## src/rtl/alu32_pkg.sv

```systemverilog
// ---------------------------------------------------------------------------
// alu32_pkg
// Shared definitions for the alu32 sequencer and anything that drives or
// observes the alu32 select lines.
//   OP_ADD .. OP_NOR : 3-bit operation codes understood by alu32
//   state_t          : sequencer state encoding
// ---------------------------------------------------------------------------
package alu32_pkg;

   localparam logic [2:0] OP_ADD  = 3'b000;
   localparam logic [2:0] OP_SUB  = 3'b001;
   localparam logic [2:0] OP_MULT = 3'b010;
   localparam logic [2:0] OP_XOR  = 3'b011;
   localparam logic [2:0] OP_AND  = 3'b100;
   localparam logic [2:0] OP_OR   = 3'b101;
   localparam logic [2:0] OP_SLT  = 3'b110;
   localparam logic [2:0] OP_NOR  = 3'b111;

   typedef enum logic [2:0] {
      IDLE  = 3'd0,
      EXEC  = 3'd1,
      MRST  = 3'd2,
      MWAIT = 3'd3,
      CAPT  = 3'd4
   } state_t;

endpackage

```

## src/rtl/alu32_sequencer.sv

```systemverilog
// ---------------------------------------------------------------------------
// alu32_sequencer
// Accepts one operation at a time, holds its operands/opcode steady on the
// alu32 inputs, gives the sequential multiplier a reset pulse plus the
// cycles it needs, then captures the ALU result.
//
// Parameters
//   MULT_CYCLES : cycles the multiplier needs after its reset is released
// Ports
//   clk        in   system clock, rising edge
//   reset      in   synchronous active-high reset
//   start      in   request one operation (only looked at in IDLE)
//   op_in      in   [2:0]  operation code
//   a_in, b_in in   [31:0] operands
//   alu_a/b    out  [31:0] operands held for the ALU
//   alu_op     out  [2:0]  opcode held for the ALU
//   alu_reset  out  reset to the ALU multiplier
//   alu_result in   [63:0] ALU result
//   busy       out  operation in flight
//   done       out  one-cycle pulse when result_out updates
//   result_out out  [63:0] result of the last completed operation
// ---------------------------------------------------------------------------
module alu32_sequencer
   import alu32_pkg::*;
#(
   parameter int MULT_CYCLES = 32
)
(
   input  logic        clk,
   input  logic        reset,
   input  logic        start,
   input  logic [2:0]  op_in,
   input  logic [31:0] a_in,
   input  logic [31:0] b_in,
   output logic [31:0] alu_a,
   output logic [31:0] alu_b,
   output logic [2:0]  alu_op,
   output logic        alu_reset,
   input  logic [63:0] alu_result,
   output logic        busy,
   output logic        done,
   output logic [63:0] result_out
);

   // One extra bit over $clog2 so MULT_CYCLES-1 always fits, including
   // MULT_CYCLES=1 where the counter is loaded with zero.
   localparam int CW = $clog2(MULT_CYCLES) + 1;
   localparam logic [CW-1:0] CNT_LOAD = CW'(MULT_CYCLES - 1);

   state_t state;
   state_t state_next;
   logic [CW-1:0] count;
   logic take_start;
   logic load_count;
   logic dec_count;
   logic capture;

   // State register. Reset always lands in IDLE, which also abandons any
   // operation in flight without a done pulse.
   always_ff @(posedge clk) begin
      if (reset) begin
         state <= IDLE;
      end else begin
         state <= state_next;
      end
   end

   // Next-state and control decode. start is only honoured in IDLE, so a
   // request during an operation (including CAPT) is simply dropped. MWAIT
   // stops counting at zero and leaves for CAPT on the following edge.
   // alu_reset follows the system reset so the multiplier is also held
   // while the sequencer is.
   always_comb begin
      state_next = state;
      take_start = 1'b0;
      load_count = 1'b0;
      dec_count  = 1'b0;
      capture    = 1'b0;
      alu_reset  = reset;
      case (state)
         IDLE: begin
            if (start) begin
               take_start = 1'b1;
               state_next = (op_in == OP_MULT) ? MRST : EXEC;
            end
         end
         EXEC: begin
            state_next = CAPT;
         end
         MRST: begin
            alu_reset  = 1'b1;
            load_count = 1'b1;
            state_next = MWAIT;
         end
         MWAIT: begin
            if (count == '0) begin
               state_next = CAPT;
            end else begin
               dec_count = 1'b1;
            end
         end
         CAPT: begin
            capture    = 1'b1;
            state_next = IDLE;
         end
         default: begin
            state_next = IDLE;
         end
      endcase
   end

   // Datapath registers. Operands are latched only on acceptance so later
   // input changes cannot disturb the ALU. Non-multiply results only carry
   // a 32-bit value, so the upper word is forced to zero whatever the ALU
   // drives there.
   always_ff @(posedge clk) begin
      if (reset) begin
         alu_a      <= '0;
         alu_b      <= '0;
         alu_op     <= OP_ADD;
         busy       <= 1'b0;
         done       <= 1'b0;
         result_out <= '0;
         count      <= '0;
      end else begin
         done <= capture;
         if (take_start) begin
            alu_a  <= a_in;
            alu_b  <= b_in;
            alu_op <= op_in;
            busy   <= 1'b1;
         end
         if (capture) begin
            busy <= 1'b0;
            if (alu_op == OP_MULT) begin
               result_out <= alu_result;
            end else begin
               result_out <= {32'd0, alu_result[31:0]};
            end
         end
         if (load_count) begin
            count <= CNT_LOAD;
         end else if (dec_count) begin
            count <= count - 1'b1;
         end
      end
   end

endmodule

```

## config.mk

```make
export PLATFORM = sky130hd
export DESIGN_NAME = alu32_sequencer
export DESIGN_NICKNAME = d
export VERILOG_FILES = /design/src/rtl/alu32_pkg.sv /design/src/rtl/alu32_sequencer.sv
export SDC_FILE = /design/constraint.sdc
export NUM_CORES = 1
export LEC_CHECK = 0
export ABC_CLOCK_PERIOD_IN_PS = 2100
export BUFFER_PORTS_ARGS = -buffer_cell sky130_fd_sc_hd__buf_2
export CAP_MARGIN = 5
export CORE_MARGIN = 10
export CORE_UTILIZATION = 38
export DETAILED_ROUTE_END_ITERATION = 12
export GPL_ROUTABILITY_DRIVEN = 0
export HOLD_SLACK_MARGIN = 0.06
export PLACE_DENSITY_LB_ADDON = 0.05
export SLEW_MARGIN = 20
export SYNTH_ARGS = -nofsm -noshare
export SYNTH_HDL_FRONTEND = slang
export SYNTH_SLANG_ARGS = --single-unit
```

## constraint.sdc

```tcl
create_clock -name clk -period 2.1 [get_ports clk]
set_clock_uncertainty 0.15 [all_clocks]
set_input_delay 0.21 -clock clk [delete_from_list [all_inputs] [get_ports clk]]
set_output_delay 0.21 -clock clk [all_outputs]
set_load 0.005 [all_outputs]
```

==> flow_metrics.py, run 1 <==
metrics = {
    "routing": {
        "dr_wl_met2_mm": 8.53,
        "drt_iter0_drc": 288,
        "dr_wl_met3_mm": 1.37,
        "vias": 5112,
        "first_pass_iters": 6,
        "drc": 0,
        "drt-total-wl_mm": 17.1,
        "via_per_inst": 4.76,
        "wirelength_met1_mm": 6.66,
        "topRoutingLayerUsed": "met4",
        "wire_per_inst_um": 16.0,
        "final_antenna_net_count": 0,
    },
    "floorplan": {
        "die_y_um": 133,
        "start_util_pct": 38.5,
        "die_area_sq_um": 17600,
        "pin_count": 268,
        "std_cell_rows": 41,
        "die_w_um": 133,
        "coreArea_sq_um": 12500,
    },
    "critical_path": {
        "crit_required_ps": 1740,
        "cp-end-kind": "output pin",
        "r2r_setup_slack_ps": 430,
        "path_delay_family": "simple AND/OR/NAND/NOR gates",
        "crit_cells": 4,
        "cpPeakStageDelay_ps": 430,
        "rr_worst_depth": 4,
        "path_cells": "nand2b_1 -> nor2_1 -> or2_2 -> buf_2",
        "endpoint": "alu_reset",
        "cp-startpoint": "state[2]",
        "critPathSlowestCell": "dfxtp_2",
        "crit_buf_inv": 1,
        "arrival_ps": 1630,
        "reg2reg_from": "count[2]",
        "path_class": "reg -> out",
        "timing.rr.end": "count[0]",
        "critPathMaxFanout": 8,
        "critPathLaunchType": "flip-flop",
    },
    "clock_network": {
        "htreeDepth": 4,
        "cts_setup_buffers": 0,
        "cts_buffers": 17,
        "clk_pin_slew_ps": 60,
        "cts_sinks": 142,
        "worst_skew_pair.late_latency_ps": 410,
        "cts_buffer_depth": 2,
        "cts_tree": "done",
        "root_buffer": "clkbuf_16",
    },
    "power_and_ir_drop": {
        "seq_power_share_pct": 42.4,
        "pwr-share-comb_pct": 13.4,
        "swShare_pct": 23.2,
        "p_per_area_nw_per_um2": 838,
        "p_clk_share_pct": 44.2,
        "internal_power_mw": 5.30,
        "p_leak_nw": 3.91,
        "p_sw_mw": 1.60,
        "ir_worst_vdd_uv": 516,
    },
    "sta": {
        "max_slew_margin_pct": 54.6,
        "maxSlewViolCount": 0,
        "max_freq_ghz": 0.502,
        "finalCritPeriodShare_pct": 94.9,
        "setup_tns_ps": 0,
        "hold_viol_final": 0,
        "final-setup-viol-count": 0,
        "tightest_slew_ps": 681,
        "fin_crit_ps": 1990,
        "rsz0062_at_grt": "false",
    },
    "yosys": {
        "synth_area_per_cell_sq_um": 9.64,
        "synth_warnings": 0,
        "synth_top_area_share_pct": 59.0,
        "synth_top_area_cell": "dfxtp_1",
        "synthesis.area_sq_um": 4820,
        "ys.flop_type": "dfxtp_1",
        "synthTopCellsByArea": "dfxtp_1 (59%), a22o_1 (12%), nand2_1 (11%), a21oi_1 (7.5%), buf_2 (1.7%)",
        "syn_nets": 636,
        "synth_edf_count": 0,
        "syn-instance-count": 500,
        "seq_area_frac_synth_pct": 59.0,
        "synth_cell_type_count": 37,
        "synth-seq-cells": 142,
        "async_flop_share_pct": 0,
    },
    "place": {
        "hpwlAfterDp_mm": 11.0,
        "io_buffer_count": 267,
    },
    "final_layout": {
        "nets": 1023,
        "syn_to_final_growth_pct": 70.9,
        "final_util_pct": 65.8,
        "drive_gt1_share_pct": 34.6,
    },
    "outcome": {
        "status": "finished, final reports clean",
    },
    "grt": {
        "grt_max_degree": 66,
        "grtUsageTotal_pct": 19.1,
        "grt_pass1_wl_mm": 27.4,
        "grt_pass1_vias": 5347,
        "antenna_found_initial": 0,
        "overflow": 0,
    },
    "worst_hold_path": {
        "hold_class": "in -> reg",
        "whs_path_depth": 4,
    },
    "flow_run": {
        "maxCapViolCount": 0,
    },
}
==> worst min-delay path by stage <==
stage | startpoint | end
final | start | state[0]
after global routing | start | state[1]
after CTS | start | state[1]
after detailed placement | alu_result[60] | result_out[60]
after global placement | alu_result[12] | result_out[12]
after floorplan | alu_result[0] | result_out[0]
==> power by group through the flow <==
stage	clock network [mW]	registers, mW	logic [mW]
2_1_floorplan	0	2.98	0.345
3_3_place_gp	0	2.97	0.708
3_5_place_dp	0	2.98	0.724
4_1_cts	3.10	2.92	0.921
5_1_grt	3.23	2.94	1.02
6_report	3.05	2.93	0.921
==> layout make-up <==
type / instances / area [sq um]
multi-input combinational: 316 / 1780
inverter: 3 / 11.3
timing repair buffer: 407 / 2770
fill: 1015 / 4280
clock buffer: 27 / 533
antenna: 1 / 2.50
tap: 172 / 215
clock inverter: 5 / 75.1
sequential: 142 / 2850
==> layout by cell type (no fill, tap or decap), types with 2 or more instances in the layout <==
cell | synthesis | layout
nand2_1 | 137 | 137
dfxtp_2 | 0 | 3
nor2_1 | 5 | 5
bufinv_16 | 0 | 2
nor3_1 | 3 | 3
nor4b_4 | 2 | 2
mux2i_1 | 2 | 2
clkbuf_1 | 16 | 3
nor2b_1 | 2 | 2
dlygate4sd3_1 | 0 | 132
clkbuf_8 | 0 | 7
a21oi_1 | 72 | 71
buf_12 | 0 | 4
ha_1 | 2 | 2
dfxtp_1 | 142 | 139
and3_1 | 2 | 2
nand2b_1 | 2 | 2
a22o_1 | 64 | 64
buf_2 | 16 | 267
a211oi_1 | 3 | 3
clkinv_2 | 0 | 3
a221oi_1 | 2 | 2
clkbuf_16 | 0 | 17
buf_4 | 1 | 4
nand3b_1 | 2 | 2
inv_1 | 3 | 3
==> worst min-delay path, stage by stage <==
cell and delay, ps:
buf_2 110, nor3_1 110, or3_1 150, a21oi_1 40
==> layer usage <==
| metal | vias up | GRT usage (%) |
|---|---|---|
| met2 | 198 | 32.9 |
| met3 | 42 | 7.65 |
| li1 | 2506 | - |
| met4 | 0 | 9.84 |
| met1 | 2366 | 19.6 |
| met5 | - | 0 |
==> per-stage QoR <==
| step | total power, mW | setup slack [ps] | instances | hold slack [ps] | instance area [sq um] |
|---|---|---|---|---|---|
| global placement | 3.68 | 414 | 908 | 270 | 6300 |
| CTS | 6.95 | 60.0 | 1072 | 79.4 | 8230 |
| global route | 7.19 | 15.5 | 1072 | 111 | 8230 |
| finish | 6.90 | 107 | 1073 | 102 | 8230 |
| detailed placement | 3.70 | 342 | 908 | 272 | 6300 |
| floorplan | 3.33 | 549 | 500 | 185 | 4820 |
==> registers in the layout, summed over array words and instances (netlist names) <==
register	flops
alu_a	32
result_out	64
state	3
alu_b	32
done	1
count	6
alu_op	3
busy	1
==> synthesized netlist by cell type (2+ instances only) <==
library cell,n
nor2b_1,2
buf_1,3
nand3b_1,2
inv_1,3
buf_6,3
a211oi_1,3
mux2i_1,2
nand2b_1,2
clkbuf_1,16
buf_2,16
a221oi_1,2
nor2_1,5
nor4b_4,2
dfxtp_1,142
nand2_1,137
a21oi_1,72
a22o_1,64
nor3_1,3
ha_1,2
and3_1,2
==> cell families after synthesis <==
group / share of synthesized area [%]
and+or+nand+nor: 15.0
AOI/OAI and AO/OA: 20.8
DFF: 59.0
buffers and inverters: 4.23
muxes: 0.415
adders and majority gates: 0.519
==> timing repair <==
item	4_1_cts	5_1_grt
hold buffers	132	0
gates cloned	0	0
gates resized for setup	2	1
endpoints found under the setup margin	1	1
hold endpoints to repair	133	0
Power figures use the tool's default switching activity.
==> run 2, diff against run 1 <==
--- a/config.mk
+++ b/config.mk
@@ -5,13 +5,13 @@
 export SDC_FILE = /design/constraint.sdc
 export NUM_CORES = 1
 export LEC_CHECK = 0
-export ABC_CLOCK_PERIOD_IN_PS = 2100
+export ABC_CLOCK_PERIOD_IN_PS = 2540
 export BUFFER_PORTS_ARGS = -buffer_cell sky130_fd_sc_hd__buf_2
 export CAP_MARGIN = 5
 export CORE_MARGIN = 10
 export CORE_UTILIZATION = 38
 export DETAILED_ROUTE_END_ITERATION = 12
-export GPL_ROUTABILITY_DRIVEN = 0
+export GPL_ROUTABILITY_DRIVEN = 1
 export HOLD_SLACK_MARGIN = 0.06
 export PLACE_DENSITY_LB_ADDON = 0.05
 export SLEW_MARGIN = 20
==> constraint.sdc (replaced) <==
create_clock -name clk -period 2.54 [get_ports clk]
set_clock_uncertainty 0.15 [all_clocks]
set_input_delay 0.254 -clock clk [delete_from_list [all_inputs] [get_ports clk]]
set_output_delay 0.254 -clock clk [all_outputs]
set_load 0.005 [all_outputs]
==> run 2 against run 1 <==
Net effect:
- final cell count is the same
- sequential power shrank 17%
- register-to-register slack gained 230 ps
- design area shrank 0.33%
- power shrank 17%
- sequential cell count is the same
- combinational power shrank 19%
- critical path depth is the same
- sequential share of layout area grew 0.070 points
- largest cell class unchanged
==> flow_metrics.py, run 2 (synthesis gave the netlist of run 1 again) <==
metrics = {
    "outcome": {
        "status": "finished, final reports clean",
    },
    "clock_network": {
        "cts_sinks": 142,
        "htreeDepth": 4,
        "worst_skew_pair.late_latency_ps": 410,
        "cts_resized": 0,
        "cts_buffer_depth": 2,
        "clk_pin_slew_ps": 60,
        "cts_buffers": 17,
        "cts_tree": "done",
        "root_buffer": "clkbuf_16",
    },
    "critical_path": {
        "critPathSlowestCell": "dfxtp_1",
        "path_cells": "nand2b_1 -> nor2_1 -> or2_2 -> buf_2",
        "r2r_setup_slack_ps": 660,
        "cpPeakStageDelay_ps": 540,
        "path_delay_family": "simple AND/OR/NAND/NOR gates",
        "cp-end-kind": "output pin",
        "critPathLaunchType": "flip-flop",
        "crit_required_ps": 2140,
        "arrival_ps": 1780,
        "crit_buf_inv": 1,
        "path_class": "reg -> out",
        "critPathMaxFanout": 8,
    },
    "place": {
        "finalWeightedCongestion": 0.767,
        "hpwlAfterDp_mm": 11.1,
        "io_buffer_count": 267,
    },
    "grt": {
        "antenna_found_initial": 1,
        "grt_pass1_vias": 5239,
        "grt_max_degree": 66,
        "grt_pass1_wl_mm": 27.2,
        "grtUsageTotal_pct": 18.8,
        "overflow": 0,
    },
    "flow_run": {
        "maxCapViolCount": 0,
    },
    "worst_hold_path": {
        "hold_class": "in -> reg",
    },
    "floorplan": {
        "coreArea_sq_um": 12500,
        "std_cell_rows": 41,
        "pin_count": 268,
        "die_y_um": 133,
        "die_area_sq_um": 17600,
        "start_util_pct": 38.5,
        "die_w_um": 133,
    },
    "routing": {
        "vias": 5023,
        "wire_per_inst_um": 15.7,
        "final_antenna_net_count": 0,
        "first_pass_iters": 4,
        "via_per_inst": 4.68,
        "drt_iter0_drc": 247,
        "drc": 0,
        "drt-total-wl_mm": 16.8,
    },
    "sta": {
        "max_slew_margin_pct": 57.2,
        "maxSlewViolCount": 0,
        "hold_viol_final": 0,
        "fin_crit_ps": 2180,
        "max_freq_ghz": 0.458,
        "final-setup-viol-count": 0,
        "finalCritPeriodShare_pct": 85.9,
        "setup_tns_ps": 0,
        "rsz0062_at_grt": "false",
        "tightest_slew_ps": 642,
    },
    "final_layout": {
        "num-fill-cells": 1034,
        "seq_area_sq_um": 2840,
        "drive_gt1_share_pct": 34.1,
        "multi_input_area_sq_um": 1780,
        "regMostFlops": "result_out",
        "layout_common_cells": "buf_2 (267), dfxtp_1 (142), nand2_1 (137)",
        "mostFrequentLayoutCell": "buf_2",
        "syn_to_final_growth_pct": 70.3,
        "largestRegisters": "result_out (64), alu_a (32), alu_b (32)",
        "largest_register_ffs": 64,
        "nets": 1023,
    },
    "power_and_ir_drop": {
        "ir_worst_vdd_uv": 385,
        "p_leak_nw": 3.89,
        "p_per_area_nw_per_um2": 700,
        "finalPower_mw": 5.74,
    },
}
## run 2: changes by cell type in the layout (fill, tap and decap cells not counted), sizes merged
cell | previous run | this run
bufinv | 2 | 3
clkbuf | 27 | 28
dlygate4sd3 | 132 | 131
buf | 275 | 276
clkinvlp | 0 | 1
clkinv | 3 | 0
## run 2: per-layer routing
layer | routed length [um] | GRT usage [%]
met2 | 8420 | 32.5
met3 | 1270 | 7.04
met1 | 6840 | 20.6
met5 | 0 | 0
met4 | 308 | 6.72
## run 2: through the flow
stage | hold WS (ps) | setup slack (ps) | utilization, % | area, sq um | instances
6_report | 105 | 359 | 65.6 | 8210 | 1073
5_1_grt | 123 | 173 | 65.6 | 8210 | 1073
4_1_cts | 98.7 | 339 | 65.5 | 8200 | 1072
3_5_place_dp | 294 | 666 | 50.1 | 6270 | 909
3_3_place_gp | 288 | 755 | 50.1 | 6270 | 909
2_1_floorplan | 229 | 989 | - | 4820 | 500
## run 2: area by class of cell
cell class / instances / area share, %
sequential: 142 / 34.6
clock buffer: 28 / 6.42
antenna: 1 / 0.0305
tap: 172 / 2.62
clock inverter: 4 / 1.19
timing repair buffer: 407 / 33.2
inverter: 3 / 0.137
multi-input combinational: 316 / 21.7
## run 2: power by group
| group | switching [mW] | internal [mW] |
|---|---|---|
| Clock | 0.873 | 1.70 |
| Combinational | 0.354 | 0.394 |
| Sequential | 0.0706 | 2.35 |
| Total | 1.30 | 4.45 |
## run 2: path summary, 6_finish.rpt
path | from | endpoint | cells past startpoint
setup / recovery | state[2] | alu_reset | 4
hold / removal | reset | count[5] | 2
setup reg to reg | state[0] | alu_b[15] | 5
hold reg to reg | alu_b[8] | alu_b[8] | 2
## run 2: timing repair
item,in CTS,in global routing
hold buffers,131,0
buffers inserted,0,0
hold endpoints to repair,131,0
==> run 3, diff against run 2 <==
--- a/config.mk
+++ b/config.mk
@@ -5,6 +5,7 @@
 export SDC_FILE = /design/constraint.sdc
 export NUM_CORES = 1
 export LEC_CHECK = 0
+export ABC_AREA = 1
 export ABC_CLOCK_PERIOD_IN_PS = 2540
 export BUFFER_PORTS_ARGS = -buffer_cell sky130_fd_sc_hd__buf_2
 export CAP_MARGIN = 5
==> constraint.sdc (replaced) <==
create_clock -name clk -period 2.54 [get_ports clk]
set_clock_uncertainty 0.15 [all_clocks]
set_input_delay 0.762 -clock clk [delete_from_list [all_inputs] [get_ports clk]]
set_output_delay 0.762 -clock clk [all_outputs]
set_load 0.005 [all_outputs]
==> run 3 against run 2 <==
Net effect:
- combinational power grew 9.4%
- sequential cell count is the same
- sequential share of layout area grew 3.1 points
- sequential power is essentially flat
- final cell count grew 3.6%
- non-clock buffer count shrank 128
- hold slack gained 190 ps
- clock-buffer cell count shrank 3
- highest routed layer is now met5
==> flow_metrics.py, run 3 <==
metrics = {
    "grt": {
        "grt_pass1_wl_mm": 28.7,
        "grtUsageTotal_pct": 17.4,
        "grt_max_degree": 72,
        "overflow": 0,
        "grt_pass1_vias": 5389,
        "antenna_found_initial": 4,
    },
    "yosys": {
        "synth_common_cells": "nand2_1 (189), nand3_1 (146), dfxtp_1 (142)",
        "synth_area_per_cell_sq_um": 8.33,
        "synth_edf_count": 0,
        "synthTopCellsByArea": "dfxtp_1 (51%), nand3_1 (13%), nand2_1 (13%), nand3_2 (5.4%), a21oi_2 (4.7%)",
        "synthesis.area_sq_um": 5600,
        "ys.flop_type": "dfxtp_1",
        "yosysMostFrequentCell": "nand2_1",
        "async_flop_share_pct": 0,
        "synth_warnings": 0,
        "synth_top_area_cell": "dfxtp_1",
        "syn_nets": 808,
        "synth_top_area_share_pct": 50.8,
        "syn-instance-count": 672,
        "seq_area_frac_synth_pct": 50.8,
        "synth_cell_type_count": 26,
        "synth-seq-cells": 142,
    },
    "clock_network": {
        "htreeDepth": 4,
        "clk_pin_slew_ps": 50,
        "worst_skew_pair.late_latency_ps": 410,
        "cts_buffers": 17,
        "cts_resized": 0,
        "cts_sinks": 142,
        "cts_buffer_depth": 2,
        "cts_tree": "done",
        "root_buffer": "clkbuf_16",
        "hold_buffers": 0,
        "cts_setup_buffers": 0,
    },
    "routing": {
        "drt_iter0_drc": 292,
        "via_per_inst": 4.87,
        "drc": 0,
        "vias": 5418,
        "drt-total-wl_mm": 18.3,
        "wire_per_inst_um": 16.4,
        "first_pass_iters": 5,
        "final_antenna_net_count": 0,
    },
    "critical_path": {
        "critPathMaxFanout": 5,
        "cp-startpoint": "state[2]",
        "crit_required_ps": 1630,
        "arrival_ps": 1190,
        "reg2reg_from": "state[0]",
        "r2r_setup_slack_ps": 750,
        "path_class": "reg -> out",
        "cp-end-kind": "output pin",
        "critPathLaunchType": "flip-flop",
    },
    "sta": {
        "maxSlewViolCount": 0,
        "max_slew_margin_pct": 35.9,
        "finalCritPeriodShare_pct": 82.6,
        "final-setup-viol-count": 0,
        "max_freq_ghz": 0.477,
        "fin_crit_ps": 2100,
        "tightest_slew_ps": 961,
        "rsz0062_at_grt": "false",
        "hold_viol_final": 0,
        "setup_tns_ps": 0,
        "whs_ps": 298,
    },
    "final_layout": {
        "multi_input_area_sq_um": 2370,
        "nets": 1051,
        "mostFrequentLayoutCell": "buf_2",
        "fin_area_sq_um": 7540,
        "largestRegisters": "result_out (64), alu_a (32), alu_b (32)",
        "largest_register_ffs": 64,
        "regMostFlops": "result_out",
        "layout_common_cells": "buf_2 (266), nand2_1 (188), nand3_1 (146)",
        "syn_to_final_growth_pct": 34.6,
        "drive_gt1_share_pct": 40.6,
        "num-fill-cells": 1423,
        "seq_area_sq_um": 2840,
        "fin_cells": 1112,
    },
    "flow_run": {
        "maxCapViolCount": 0,
    },
    "power_and_ir_drop": {
        "ir_worst_vdd_uv": 412,
        "p_per_area_nw_per_um2": 753,
        "p_leak_nw": 3.77,
    },
    "floorplan": {
        "std_cell_rows": 44,
        "coreArea_sq_um": 14500,
        "die_area_sq_um": 20000,
        "die_w_um": 141,
        "start_util_pct": 38.7,
        "pin_count": 268,
        "die_y_um": 141,
    },
    "place": {
        "placed_area_sq_um": 6970,
        "placed_cells": 1080,
        "hpwlAfterDp_mm": 13.2,
        "io_buffer_count": 267,
        "finalWeightedCongestion": 0.787,
    },
    "outcome": {
        "status": "finished, final reports clean",
    },
    "worst_hold_path": {
        "min-delay-start": "busy",
        "hold_class": "reg -> reg",
    },
}
[run 3: per-layer routing]
metal / track usage [%] / routed length (um) / share of wire [%]
met1: 20.7 / 7530 / 41
met2: 27.2 / 8460 / 46
met3: 8.14 / 2000 / 11
met4: 5.92 / 210 / 1.2
met5: 0 / 55 / 0.30
[run 3: through the flow]
stage               setup WS, ps  utilization (%)  total power, mW
floorplan                    377                -             3.00
global placement             472             48.1             3.30
detailed placement           427             48.1             3.32
CTS                          400             52.0             5.74
global route                 331             52.0             5.93
finish                       441             52.1             5.67
[run 3: logic make-up after synthesis]
kind of cell | Yosys count | share of synthesized area, %
AND/OR/NAND/NOR | 382 | 32.9
flip-flops | 142 | 50.8
AO/OA/AOI/OAI | 76 | 8.83
buffers and inverters | 70 | 7.09
adder cells (fa/ha/maj) | 2 | 0.447
[run 3: worst paths after layout]
check,to,cells past startpoint
setup / recovery,alu_reset,4
hold / removal,busy,2
setup reg to reg,alu_op[0],7
hold reg to reg,busy,2
[run 3: cell type report]
type / count / area share (%)
clock buffers: 25 / 6.44
well taps: 184 / 3.05
diodes: 1 / 0.0332
repair buffers: 279 / 19.5
clock inverters: 6 / 1.11
multi-input cells: 460 / 31.4
inverters: 15 / 0.780
flip-flops and latches: 142 / 37.7
[run 3: power by group]
part	total (mW)	leakage [nW]	switching [mW]	internal [mW]
logic	0.818	2.33	0.491	0.327
clock network	2.42	0.281	0.906	1.52
registers	2.43	1.16	0.0719	2.36
total	5.67	3.77	1.47	4.20
[run 3: critical path: stages, from the launching register on]
cell and delay (ps):
dfxtp_1 410, nor2_1 70, nand2_1 100, nand2_1 70
buf_2 130
